[config.mk]
export PLATFORM = sky130hd
export DESIGN_NAME = i2s_format_ctrl
export DESIGN_NICKNAME = d
export VERILOG_FILES = /design/src/rtl/i2s_format_ctrl.sv
export SDC_FILE = /design/constraint.sdc
export NUM_CORES = 1
export LEC_CHECK = 0
export ABC_CLOCK_PERIOD_IN_PS = 5050
export CAP_MARGIN = 20
export CORE_ASPECT_RATIO = 1.25
export CORE_MARGIN = 2
export CORE_UTILIZATION = 65
export CTS_CLUSTER_SIZE = 24
export DETAILED_ROUTE_END_ITERATION = 7
export DONT_BUFFER_PORTS = 1
export GPL_TIMING_DRIVEN = 0
export PLACE_DENSITY_LB_ADDON = 0.1
export SLEW_MARGIN = 20
export SYNTH_ARGS = -nofsm -noshare
export SYNTH_HDL_FRONTEND = slang
export SYNTH_SLANG_ARGS = --single-unit
export TNS_END_PERCENT = 30
[constraint.sdc]
create_clock -name mck -period 5.05 [get_ports mck]
set_input_delay 1.515 -clock mck [delete_from_list [all_inputs] [get_ports mck]]
set_output_delay 1.515 -clock mck [all_outputs]
set_load 0.05 [all_outputs]
[src/rtl/i2s_format_ctrl.sv]
// I2S BCK-per-frame format detector and conversion-path selector for direct_701ES.
// Locks onto 32/64/128fs streams and sequences mute around every path change.

module i2s_format_ctrl #(
  parameter int LOCK_FRAMES   = 4,
  parameter int MUTE_FRAMES   = 2,
  parameter int SETTLE_FRAMES = 8,
  parameter int TIMEOUT_CYC   = 4096,
  parameter int CNT_W         = 9
) (
  input  logic             mck,
  input  logic             rst,
  input  logic             ext_bck,
  input  logic             ext_lrck,
  output logic [1:0]       mode_sel,
  output logic             mute,
  output logic             locked,
  output logic [CNT_W-1:0] bck_per_frame
);

  localparam logic [2:0] ST_IDLE   = 3'd0;
  localparam logic [2:0] ST_RUN    = 3'd1;
  localparam logic [2:0] ST_MUTE   = 3'd2;
  localparam logic [2:0] ST_SWITCH = 3'd3;
  localparam logic [2:0] ST_SETTLE = 3'd4;

  // Class codes share the mode_sel encoding so a confirmed class drives mode_sel directly.
  localparam logic [1:0] CLS_64      = 2'd0;
  localparam logic [1:0] CLS_32      = 2'd1;
  localparam logic [1:0] CLS_128     = 2'd2;
  localparam logic [1:0] CLS_INVALID = 2'd3;

  localparam int MATCH_W = $clog2(LOCK_FRAMES + 1);
  localparam int FRM_MAX = (MUTE_FRAMES > SETTLE_FRAMES) ? MUTE_FRAMES : SETTLE_FRAMES;
  localparam int FRM_W   = $clog2(FRM_MAX + 1);
  localparam int TMO_W   = $clog2(TIMEOUT_CYC + 2);

  localparam logic [CNT_W-1:0]   CNT_MAX     = {CNT_W{1'b1}};
  localparam logic [CNT_W-1:0]   CNT_32      = CNT_W'(32);
  localparam logic [CNT_W-1:0]   CNT_64      = CNT_W'(64);
  localparam logic [CNT_W-1:0]   CNT_128     = CNT_W'(128);
  localparam logic [MATCH_W-1:0] LOCK_MAX    = MATCH_W'(LOCK_FRAMES);
  localparam logic [FRM_W-1:0]   MUTE_LAST   = FRM_W'(MUTE_FRAMES - 1);
  localparam logic [FRM_W-1:0]   SETTLE_LAST = FRM_W'(SETTLE_FRAMES - 1);
  localparam logic [TMO_W-1:0]   TMO_HIT     = TMO_W'(TIMEOUT_CYC);
  localparam logic [TMO_W-1:0]   TMO_DONE    = TMO_W'(TIMEOUT_CYC + 1);

  logic [2:0]         bck_sync;
  logic [2:0]         lrck_sync;
  logic               bck_rise;
  logic               frame_tick;
  logic               cls_tick;
  logic               timeout;
  logic [CNT_W-1:0]   bck_cnt;
  logic [TMO_W-1:0]   tmo_cnt;
  logic [1:0]         frame_class;
  logic [1:0]         candidate;
  logic [MATCH_W-1:0] match_cnt;
  logic               started;
  logic               confirmed;
  logic               inv_persist;
  logic [2:0]         state;
  logic [FRM_W-1:0]   frame_cnt;

  // Two synchroniser flops per pin plus a third for edge detection.
  always_ff @(posedge mck) begin
    // NOTE: sequential state uses non-blocking (<=) so every flop samples pre-edge values.
    if (rst) begin
      bck_sync  <= '0;
      lrck_sync <= '0;
    end else begin
      bck_sync  <= {bck_sync[1:0], ext_bck};
      lrck_sync <= {lrck_sync[1:0], ext_lrck};
    end
  end

  assign bck_rise   = bck_sync[1] & ~bck_sync[2];
  assign frame_tick = lrck_sync[1] & ~lrck_sync[2];
  assign timeout    = (tmo_cnt == TMO_HIT);
  assign cls_tick   = frame_tick & started & ~timeout;

  always_ff @(posedge mck) begin
    if (rst) begin
      bck_cnt       <= '0;
      bck_per_frame <= '0;
    end else if (frame_tick) begin
      bck_per_frame <= bck_cnt;
      bck_cnt       <= CNT_W'(bck_rise);
    end else if (bck_rise && bck_cnt != CNT_MAX) begin
      bck_cnt <= bck_cnt + 1'b1;
    end
  end

  // Fires once per loss of LRCK; parking at TMO_DONE keeps it from re-firing.
  always_ff @(posedge mck) begin
    if (rst || frame_tick) begin
      tmo_cnt <= '0;
    end else if (tmo_cnt != TMO_DONE) begin
      tmo_cnt <= tmo_cnt + 1'b1;
    end
  end

  // Classify the count that bck_per_frame is about to capture, so the result is
  // available in the boundary cycle itself.
  always_comb begin
    // NOTE: default first so every path assigns frame_class and no latch is inferred.
    frame_class = CLS_INVALID;
    if (bck_cnt == CNT_32) begin
      frame_class = CLS_32;
    end else if (bck_cnt == CNT_64) begin
      frame_class = CLS_64;
    end else if (bck_cnt == CNT_128) begin
      frame_class = CLS_128;
    end
  end

  always_ff @(posedge mck) begin
    if (rst || timeout) begin
      candidate <= CLS_INVALID;
      match_cnt <= '0;
      started   <= 1'b0;
    end else if (frame_tick) begin
      started <= 1'b1;
      if (started) begin
        if (frame_class == candidate) begin
          if (match_cnt != LOCK_MAX) begin
            match_cnt <= match_cnt + 1'b1;
          end
        end else begin
          candidate <= frame_class;
          match_cnt <= MATCH_W'(1);
        end
      end
    end
  end

  assign confirmed   = (match_cnt == LOCK_MAX) && (candidate != CLS_INVALID);
  assign inv_persist = (match_cnt == LOCK_MAX) && (candidate == CLS_INVALID);

  always_ff @(posedge mck) begin
    if (rst) begin
      state     <= ST_IDLE;
      mode_sel  <= CLS_64;
      mute      <= 1'b1;
      locked    <= 1'b0;
      frame_cnt <= '0;
    end else if (timeout) begin
      state     <= ST_IDLE;
      mute      <= 1'b1;
      locked    <= 1'b0;
      frame_cnt <= '0;
    end else begin
      case (state)
        ST_IDLE: begin
          mute   <= 1'b1;
          locked <= 1'b0;
          if (confirmed) begin
            state <= ST_SWITCH;
          end
        end

        ST_RUN: begin
          if ((confirmed && candidate != mode_sel) || inv_persist) begin
            state     <= ST_MUTE;
            mute      <= 1'b1;
            locked    <= 1'b0;
            frame_cnt <= '0;
          end
        end

        ST_MUTE: begin
          mute   <= 1'b1;
          locked <= 1'b0;
          if (frame_tick) begin
            if (frame_cnt == MUTE_LAST) begin
              frame_cnt <= '0;
              state     <= confirmed ? ST_SWITCH : ST_IDLE;
            end else begin
              frame_cnt <= frame_cnt + 1'b1;
            end
          end
        end

        ST_SWITCH: begin
          mute      <= 1'b1;
          locked    <= 1'b0;
          frame_cnt <= '0;
          // Guard keeps 2'd3 off mode_sel even if a boundary slipped in since confirmation.
          if (candidate == CLS_INVALID) begin
            state <= ST_IDLE;
          end else begin
            mode_sel <= candidate;
            state    <= ST_SETTLE;
          end
        end

        ST_SETTLE: begin
          if (cls_tick) begin
            if (frame_class != mode_sel) begin
              state     <= ST_MUTE;
              frame_cnt <= '0;
            end else if (frame_cnt == SETTLE_LAST) begin
              state     <= ST_RUN;
              mute      <= 1'b0;
              locked    <= 1'b1;
              frame_cnt <= '0;
            end else begin
              frame_cnt <= frame_cnt + 1'b1;
            end
          end
        end

        default: begin
          state  <= ST_IDLE;
          mute   <= 1'b1;
          locked <= 1'b0;
        end
      endcase
    end
  end

endmodule

==> flow_summary.ini, run 1 <==
[pwr]
powerDensity_nw_per_um2 = 254
seqPwrFrac = 0.596
switching_share = 0.224
leakagePower_nw = 1.04
ir_drop_mv = 0.241
clkPwrFrac = 0.364
power_mw = 0.731
cell_internal_pwr_mw = 0.567
p_sw_mw = 0.164
power_frac_comb = 0.040

[clock_network]
clk_pin_slew_ns = 0.10
cts_hold_buf = 0
clock_latency_ns = 0.30
clk_root_buffer_cell = clkbuf_8
postCtsResizedCells = 0
htreeDepth = 2
tritoncts = built
cts_inserted_buffers = 5
cts.sinks = 54
cts_max_path_buffers = 2
post-cts-setup-buffer-count = 0

[synth]
synthCells = 320
synth_nets = 334
yosysSeqAreaShare = 0.401
ys_ff_latch = 54
ys.flop_type = dfxtp_1
synth.avg_cell_area_um2 = 8.43
ys_warn_count = 0
syn_area_um2 = 2700
synth_edf_count = 0
synth_cell_types = 51
synthArstFlopShare = 0

[setup_path]
start_kind = flip-flop
worstPathArrival_ns = 1.10
cp_max_fo = 9
end_kind = output pin
worst-endpoint-required_ns = 3.54
path_class = reg2out

[route]
vias_per_cell = 5.74
drt-total-wl_um = 5210
drcViolationCount = 0
drt-pass1-iter-count = 4
wire_per_inst_um = 13.6
ant_nets = 0
num_vias = 2205
drt_iter0_markers = 161

[finish]
final_common_cell = dfxtp_1
drive_gt1_frac = 0.0671
utilization = 0.712
area_delta_synth_final_pct = 6.50
num_antenna_cells = 0
seq_area_um2 = 1080
multi_input_area_um2 = 1500
nets = 341
final_area_um2 = 2870
layout_common_cells = dfxtp_1 (54), nand2_1 (40), nor2_1 (34), a21oi_1 (25), nand3_1 (15)
fill_cells = 350

[min_path]
hp-class = reg2reg

[placement]
gp_congestion = 0.881
numPortBuffers = 0
dp_slack_ns = 2.49
dpl.hpwl_um = 3730
dpl_cell_area_um2 = 2770

[floorplanning]
dieArea_um2 = 4680
io_pins = 17
die_h_um = 76.0
die_w_um = 61.6
rows = 26
start_util = 0.668
core-area_um2 = 4030

[sta]
final-setup-viol-count = 0
finalHoldViolations = 0
finalWorstSetupSlack_ns = 2.44
max_slew_margin = 0.379
fin_setup_tns_ns = 0
fmax_mhz = 383
rsz0062_at_grt = no
min_period_ns = 2.61
tightest_slew_ns = 0.930
skew_ns = 0.0114
slew_violations = 0
final.period_utilization = 0.517

[global_routing]
grt_pass1_wl_um = 8580
grt-ovfl-total = 0
grt_pass1_vias = 2010
antenna_found_initial = 0
grt.total_usage = 0.237
grt_max_degree = 17

[job]
maxCapViolations = 0

[outcome]
status = finished, final reports clean
## power by group through the flow
stage,combinational [mW],sequential [mW],clock [mW]
floorplan,0.0227,0.445,0
global placement,0.0284,0.446,0
detailed placement,0.0291,0.446,0
CTS,0.0293,0.436,0.272
global route,0.0329,0.437,0.287
finish,0.0291,0.436,0.266
## logic make-up (layout without fill, tap and decap cells)
group | after synthesis | in the layout | share of synthesized area
xor+xnor | 20 | 20 | 0.0650
buf+inv | 25 | 33 | 0.0432
mux | 4 | 4 | 0.0148
simple gates | 147 | 147 | 0.280
compound gates | 59 | 59 | 0.146
fa+ha+maj | 11 | 11 | 0.0501
flops | 54 | 54 | 0.401
## synth_stat cells, types with 7 or more instances
library cell / n / area [µm²]
nor2b_1: 11 / 68.8
inv_1: 11 / 41.3
a21oi_1: 25 / 125
nor2_1: 34 / 128
or3_1: 7 / 43.8
xor2_1: 13 / 114
nand2b_1: 7 / 43.8
dfxtp_1: 54 / 1080
nand3_1: 15 / 75.1
clkbuf_1: 9 / 33.8
nand2_1: 40 / 150
ha_1: 10 / 125
xnor2_1: 7 / 61.3
nand4_1: 7 / 43.8
## state kept, by name, summed over array words and instances (netlist names)
| signal | cells |
|---|---|
| frame_cnt | 4 |
| bck_cnt | 9 |
| locked | 1 |
| bck_per_frame | 9 |
| bck_sync | 3 |
| lrck_sync | 3 |
| mute | 1 |
| tmo_cnt | 13 |
| candidate | 2 |
| match_cnt | 3 |
| state | 3 |
| started | 1 |
| mode_sel | 2 |
## area by class of cell
| type | instances | area share |
|---|---|---|
| clock inverter | 1 | 0.00305 |
| clock buffer | 7 | 0.0336 |
| inverter | 11 | 0.0144 |
| buffer | 14 | 0.0261 |
| tap | 56 | 0.0244 |
| multi-input combinational | 241 | 0.522 |
| sequential | 54 | 0.376 |
## metrics by stage
| step | hold WS [ns] | std cells |
|---|---|---|
| floorplan | 0.414 | 320 |
| global placement | 0.418 | 376 |
| detailed placement | 0.427 | 376 |
| CTS | 0.449 | 384 |
| global route | 0.453 | 384 |
| finish | 0.443 | 384 |
## final timing paths
| check | start | end | slack, ns | cells past startpoint |
|---|---|---|---|---|
| max | mode_sel[0] | mode_sel[0] | 2.44 | 0 |
| min | lrck_sync[0] | lrck_sync[1] | 0.44 | 1 |
| max reg2reg | mode_sel[1] | frame_cnt[2] | 2.45 | 7 |
| min reg2reg | lrck_sync[0] | lrck_sync[1] | 0.44 | 1 |
## per-layer routing
layer / global-route usage / routed length [µm] / up-vias / share of wire
li1: - / - / 1125 / -
met1: 0.279 / 2300 / 1030 / 0.44
met2: 0.406 / 2620 / 40 / 0.50
met3: 0.0492 / 167 / 10 / 0.032
met4: 0.0894 / 115 / 0 / 0.022
met5: 0 / 0 / - / 0
(Power assumes the default switching activity.)
==> run 2: changes to the inputs <==
- ABC_CLOCK_PERIOD_IN_PS: 5050 -> 2500
- CORE_UTILIZATION: 65 -> 63
- clock period: 5.05 -> 2.5 ns (I/O delays scaled with it)
==> run 2 against run 1 <==
  * Sequential power is 100% higher
  * Largest cell class unchanged
  * Combinational power rose by 100%
  * Setup slack got worse by 2.3 ns
  * Clock power rose to 2.6 times the previous value
  * Core utilization increased by 0.46 points
==> flow_summary.ini, run 2 (same netlist as run 1, synthesis figures left out) <==
[finish]
utilization = 0.716
top_register = tmo_cnt
layout_common_cells = dfxtp_1 (51), nand2_1 (40), nor2_1 (33), a21oi_1 (25), nand3_1 (15)
largest_reg_flops = 13
drive_gt1_frac = 0.0884
instances_no_fill = 384
num_antenna_cells = 0
nets = 341
area_delta_synth_final_pct = 8.91
fill_cells = 350
reg.largest.list = tmo_cnt (13), bck_cnt (9), bck_per_frame (9)
final_common_cell = dfxtp_1

[placement]
dpl.hpwl_um = 3740
dp_slack_ns = -0.0627
numPortBuffers = 0
place_inst = 376
gp_congestion = 0.864

[clock_network]
cts_max_path_buffers = 2
post-cts-setup-buffer-count = 0
cts.sinks = 54
clock_latency_ns = 0.31
htreeDepth = 2
cts_inserted_buffers = 5
tritoncts = built
clk_root_buffer_cell = clkbuf_8
clk_pin_slew_ns = 0.09

[setup_path]
worstPathArrival_ns = 2.63
regToRegSetupSlack_ns = 0.11
path_class = reg2reg
slowest_stage = or4b_4
r2r-end = frame_cnt[3]
r2r_cells = 8
cpLargestDelayFamily = simple AND/OR/NAND/NOR gates
crit_chain = inv_1 -> ha_1 -> or4b_4 -> nor2_4 -> a21oi_2 -> o311a_4 -> or4_1 -> a31oi_1
worst-endpoint-required_ns = 2.74
worstReg2RegStart = bck_cnt[0]
cp_max_fo = 5
worst-path-buf-inv = 1
end_kind = flip-flop
start_kind = flip-flop
max_stage_delay_ns = 0.52

[sta]
finalWorstSetupSlack_ns = 0.114
finalHoldViolations = 0
max_slew_margin = 0.601
final.period_utilization = 0.954
slew_violations = 0
fmax_mhz = 419
final-setup-viol-count = 0
rsz0062_at_grt = no
min_period_ns = 2.39
skew_ns = 0.00691
tightest_slew_ns = 0.590

[global_routing]
grt.total_usage = 0.226
grt_pass1_vias = 2081
grt_pass1_wl_um = 8890
antenna_found_initial = 0
grt_max_degree = 17
grt-ovfl-total = 0

[route]
vias_per_cell = 5.81
drt-pass1-iter-count = 4
drt_iter0_markers = 126
ant_nets = 0
drt-total-wl_um = 5150
drcViolationCount = 0
num_vias = 2230
wire_per_inst_um = 13.4

[floorplanning]
die_h_um = 77.1
io_pins = 17
core-area_um2 = 4100
start_util = 0.658
die_w_um = 62.5
dieArea_um2 = 4820
rows = 26

[pwr]
leakagePower_nw = 1.07
ir_drop_mv = 0.417
powerDensity_nw_per_um2 = 560

[min_path]
hp-class = reg2reg
hold-path-endpoint = lrck_sync[1]
whs_path_depth = 1
min_from = lrck_sync[0]

[job]
maxCapViolations = 0

[outcome]
status = finished, final reports clean
run 2: layout make-up:
type / instances / area (µm²) / area share
clock inverters: 2 / 60.1 / 0.0205
inverters: 11 / 41.3 / 0.0141
multi-input cells: 241 / 1520 / 0.519
well taps: 56 / 70.1 / 0.0239
flip-flops and latches: 54 / 1080 / 0.369
clock buffers: 6 / 82.6 / 0.0281
plain buffers: 14 / 75.1 / 0.0256
run 2: where the power goes:
group	total, mW	internal [mW]	switching (mW)
Clock	0.704	0.427	0.277
Sequential	0.881	0.870	0.0107
Combinational	0.0596	0.0213	0.0383
run 2: worst max path at each step:
stage,from,end,slack [ns],depth (start not counted)
finish,bck_cnt[0],frame_cnt[3],0.11,8
global route,bck_cnt[0],match_cnt[1],0.004,8
CTS,bck_cnt[0],frame_cnt[3],0.04,8
detailed placement,mode_sel[1],frame_cnt[2],-0.06,7
global placement,mode_sel[1],frame_cnt[2],-0.01,7
floorplan,bck_cnt[0],frame_cnt[3],0.21,8
run 2: worst register-to-register path: stages (launching register included):
cell	delay, ns
dfxtp_2	0.34
inv_1	0.09
ha_1	0.15
or4b_4	0.52
nor2_4	0.11
a21oi_2	0.09
o311a_4	0.39
or4_1	0.50
a31oi_1	0.13
run 2: through the flow:
step	hold WS, ns	area, µm²	total power [mW]	setup TNS [ns]
finish	0.440	2940	1.64	0
global route	0.462	2940	1.70	0
CTS	0.442	2920	1.67	0
detailed placement	0.420	2770	0.960	-0.0662
global placement	0.421	2770	0.958	-0.0128
floorplan	0.414	2700	0.944	0
run 2: timing repair:
action                                  in CTS  in global routing
pin swaps                                    0                  3
endpoints found under the hold margin        0                  0
resized for setup                            2                  6
hold buffers                                 0                  0
endpoints found under the setup margin       4                  5
run 2: per-layer routing:
layer	global-route usage	wire, µm	share of wire	vias to the layer above
met4	0.118	169	0.033	0
met2	0.399	2570	0.50	54
met5	0	0	0	-
met3	0.0469	185	0.036	16
met1	0.255	2220	0.43	1033
li1	-	-	-	1127
==> run 3: changes to the inputs <==
- ABC_CLOCK_PERIOD_IN_PS: 2500 -> 3050
- CORE_MARGIN: 2 -> 5
- CORE_UTILIZATION: 63 -> 65
- clock period: 2.5 -> 3.05 ns (I/O delays scaled with it)
==> run 3 against run 2 <==
  * Sequential share of layout area increased by 0.89 points
  * Critical path depth decreased by 1
  * Total power decreased by 29%
  * Clock-buffer cell count increased by 1
  * First-iteration DRC count decreased by 18%
  * Clock skew decreased by 0.0011 ns
  * Die area increased by 15%
  * Combinational power decreased by 19%
  * Non-clock buffer count unchanged
  * Global-route usage decreased by 2.9 points
  * Largest cell class unchanged
==> flow_summary.ini, run 3 (same netlist as run 1, synthesis figures left out) <==
[placement]
dpl.hpwl_um = 3720
gp_congestion = 0.834
numPortBuffers = 0
dp_slack_ns = 0.559
dpl_cell_area_um2 = 2770

[finish]
final_common_cell = dfxtp_1
reg.largest.list = tmo_cnt (13), bck_cnt (9), bck_per_frame (9)
num_antenna_cells = 0
layout_common_cells = dfxtp_1 (54), nand2_1 (40), nor2_1 (34), a21oi_1 (25), nand3_1 (15)
final_area_um2 = 2860
drive_gt1_frac = 0.0640
largest_reg_flops = 13
utilization = 0.703
top_register = tmo_cnt
area_delta_synth_final_pct = 5.99
nets = 341

[setup_path]
worstReg2RegStart = mode_sel[1]
r2r_cells = 7
worst-endpoint-required_ns = 3.28
start_kind = flip-flop
path_class = reg2reg
regToRegSetupSlack_ns = 0.52
r2r-end = frame_cnt[2]
end_kind = flip-flop
worstPathArrival_ns = 2.76
cp_max_fo = 8

[route]
num_vias = 2186
drt_iter0_markers = 103
drcViolationCount = 0
drt-pass1-iter-count = 4
ant_nets = 0
drt-total-wl_um = 5060
wire_per_inst_um = 13.2
vias_per_cell = 5.69

[clock_network]
postCtsResizedCells = 0
clk_pin_slew_ns = 0.09
cts_hold_buf = 0
post-cts-setup-buffer-count = 0
cts_inserted_buffers = 5
clk_root_buffer_cell = clkbuf_8
htreeDepth = 2
cts.sinks = 54
cts_max_path_buffers = 2
clock_latency_ns = 0.30
tritoncts = built

[global_routing]
antenna_found_initial = 0
grt_pass1_wl_um = 8450
grt-ovfl-total = 0
grt_pass1_vias = 1923
use_met3 = 0.0451
grt.total_usage = 0.197
grt_use_met2 = 0.332
use_met1 = 0.238
top_usage_layer = met2
grt_max_degree = 16

[pwr]
power_frac_comb = 0.041
switching_share = 0.221
seqPwrFrac = 0.615
ir_drop_mv = 0.327
powerDensity_nw_per_um2 = 410
cell_internal_pwr_mw = 0.914
leakagePower_nw = 1.04
clkPwrFrac = 0.344
p_sw_mw = 0.259

[floorplanning]
dieArea_um2 = 5540
die_h_um = 82.0
die_w_um = 67.6
rows = 26
io_pins = 17
core-area_um2 = 4070
start_util = 0.663

[sta]
tightest_slew_ns = 0.911
rsz0062_at_grt = no
slew_violations = 0
finalHoldViolations = 0
max_slew_margin = 0.392
min_period_ns = 2.53
fin_setup_tns_ns = 0
final-setup-viol-count = 0
final.period_utilization = 0.830
fmax_mhz = 395
skew_ns = 0.00577
finalWorstSetupSlack_ns = 0.519

[min_path]
hp-class = reg2reg
whs_path_depth = 1
min_from = bck_sync[0]
hold-path-endpoint = bck_sync[1]

[outcome]
status = finished, final reports clean

[job]
maxCapViolations = 0
[run 3: changes by cell type in the layout (fill, tap and decap cells not counted)]
| cell | previous run | this run |
|---|---|---|
| a31oi_1 | 1 | 2 |
| a31oi_2 | 1 | 0 |
| bufinv_16 | 2 | 0 |
| clkbuf_1 | 9 | 10 |
| clkinv_2 | 0 | 1 |
| dfxtp_1 | 51 | 54 |
| dfxtp_2 | 3 | 0 |
| nor2_1 | 33 | 34 |
| nor2_4 | 1 | 0 |
| nor3b_1 | 1 | 3 |
| nor3b_2 | 2 | 0 |
[run 3: power by group through the flow]
stage               clock (mW)  combinational [mW]  sequential, mW
global route             0.445              0.0567           0.723
CTS                      0.413              0.0485           0.721
detailed placement           0              0.0483           0.738
floorplan                    0              0.0375           0.736
global placement             0              0.0473           0.738
finish                   0.403              0.0481           0.722
[run 3: layout make-up]
type	instances	area [µm²]
inverters	11	41.3
well taps	56	70.1
plain buffers	14	75.1
flip-flops and latches	54	1080
clock inverters	1	5.00
clock buffers	7	86.3
fillers	357	1210
multi-input cells	241	1500
[run 3: how the worst max path moves through the flow]
| stage | start | end | slack [ns] | depth (start not counted) |
|---|---|---|---|---|
| global route | mode_sel[1] | frame_cnt[2] | 0.38 | 7 |
| floorplan | bck_cnt[0] | frame_cnt[3] | 0.76 | 8 |
| detailed placement | mode_sel[1] | frame_cnt[2] | 0.56 | 7 |
| global placement | mode_sel[1] | frame_cnt[2] | 0.57 | 7 |
| CTS | mode_sel[1] | frame_cnt[2] | 0.54 | 7 |
| finish | mode_sel[1] | frame_cnt[2] | 0.52 | 7 |
[run 3: metrics by stage]
step	power, mW	hold WS (ns)	instances
floorplan	0.774	0.414	320
global route	1.23	0.468	384
CTS	1.18	0.450	384
detailed placement	0.786	0.429	376
global placement	0.785	0.420	376
finish	1.17	0.449	384
[run 3: layer usage]
layer	wire length [µm]	vias to the layer above
met5	0	-
met1	2230	1003
met4	107	0
met3	189	14
met2	2530	41
li1	-	1128
[run 3: critical path, cell delays in order, from the launching register on]
cell      delay (ns)
dfxtp_1         0.66
buf_6           0.21
xor2_1          0.07
o311ai_1        0.46
a211oi_1        0.18
a31oi_1         0.51
a211oi_1        0.13
nor3_1          0.23
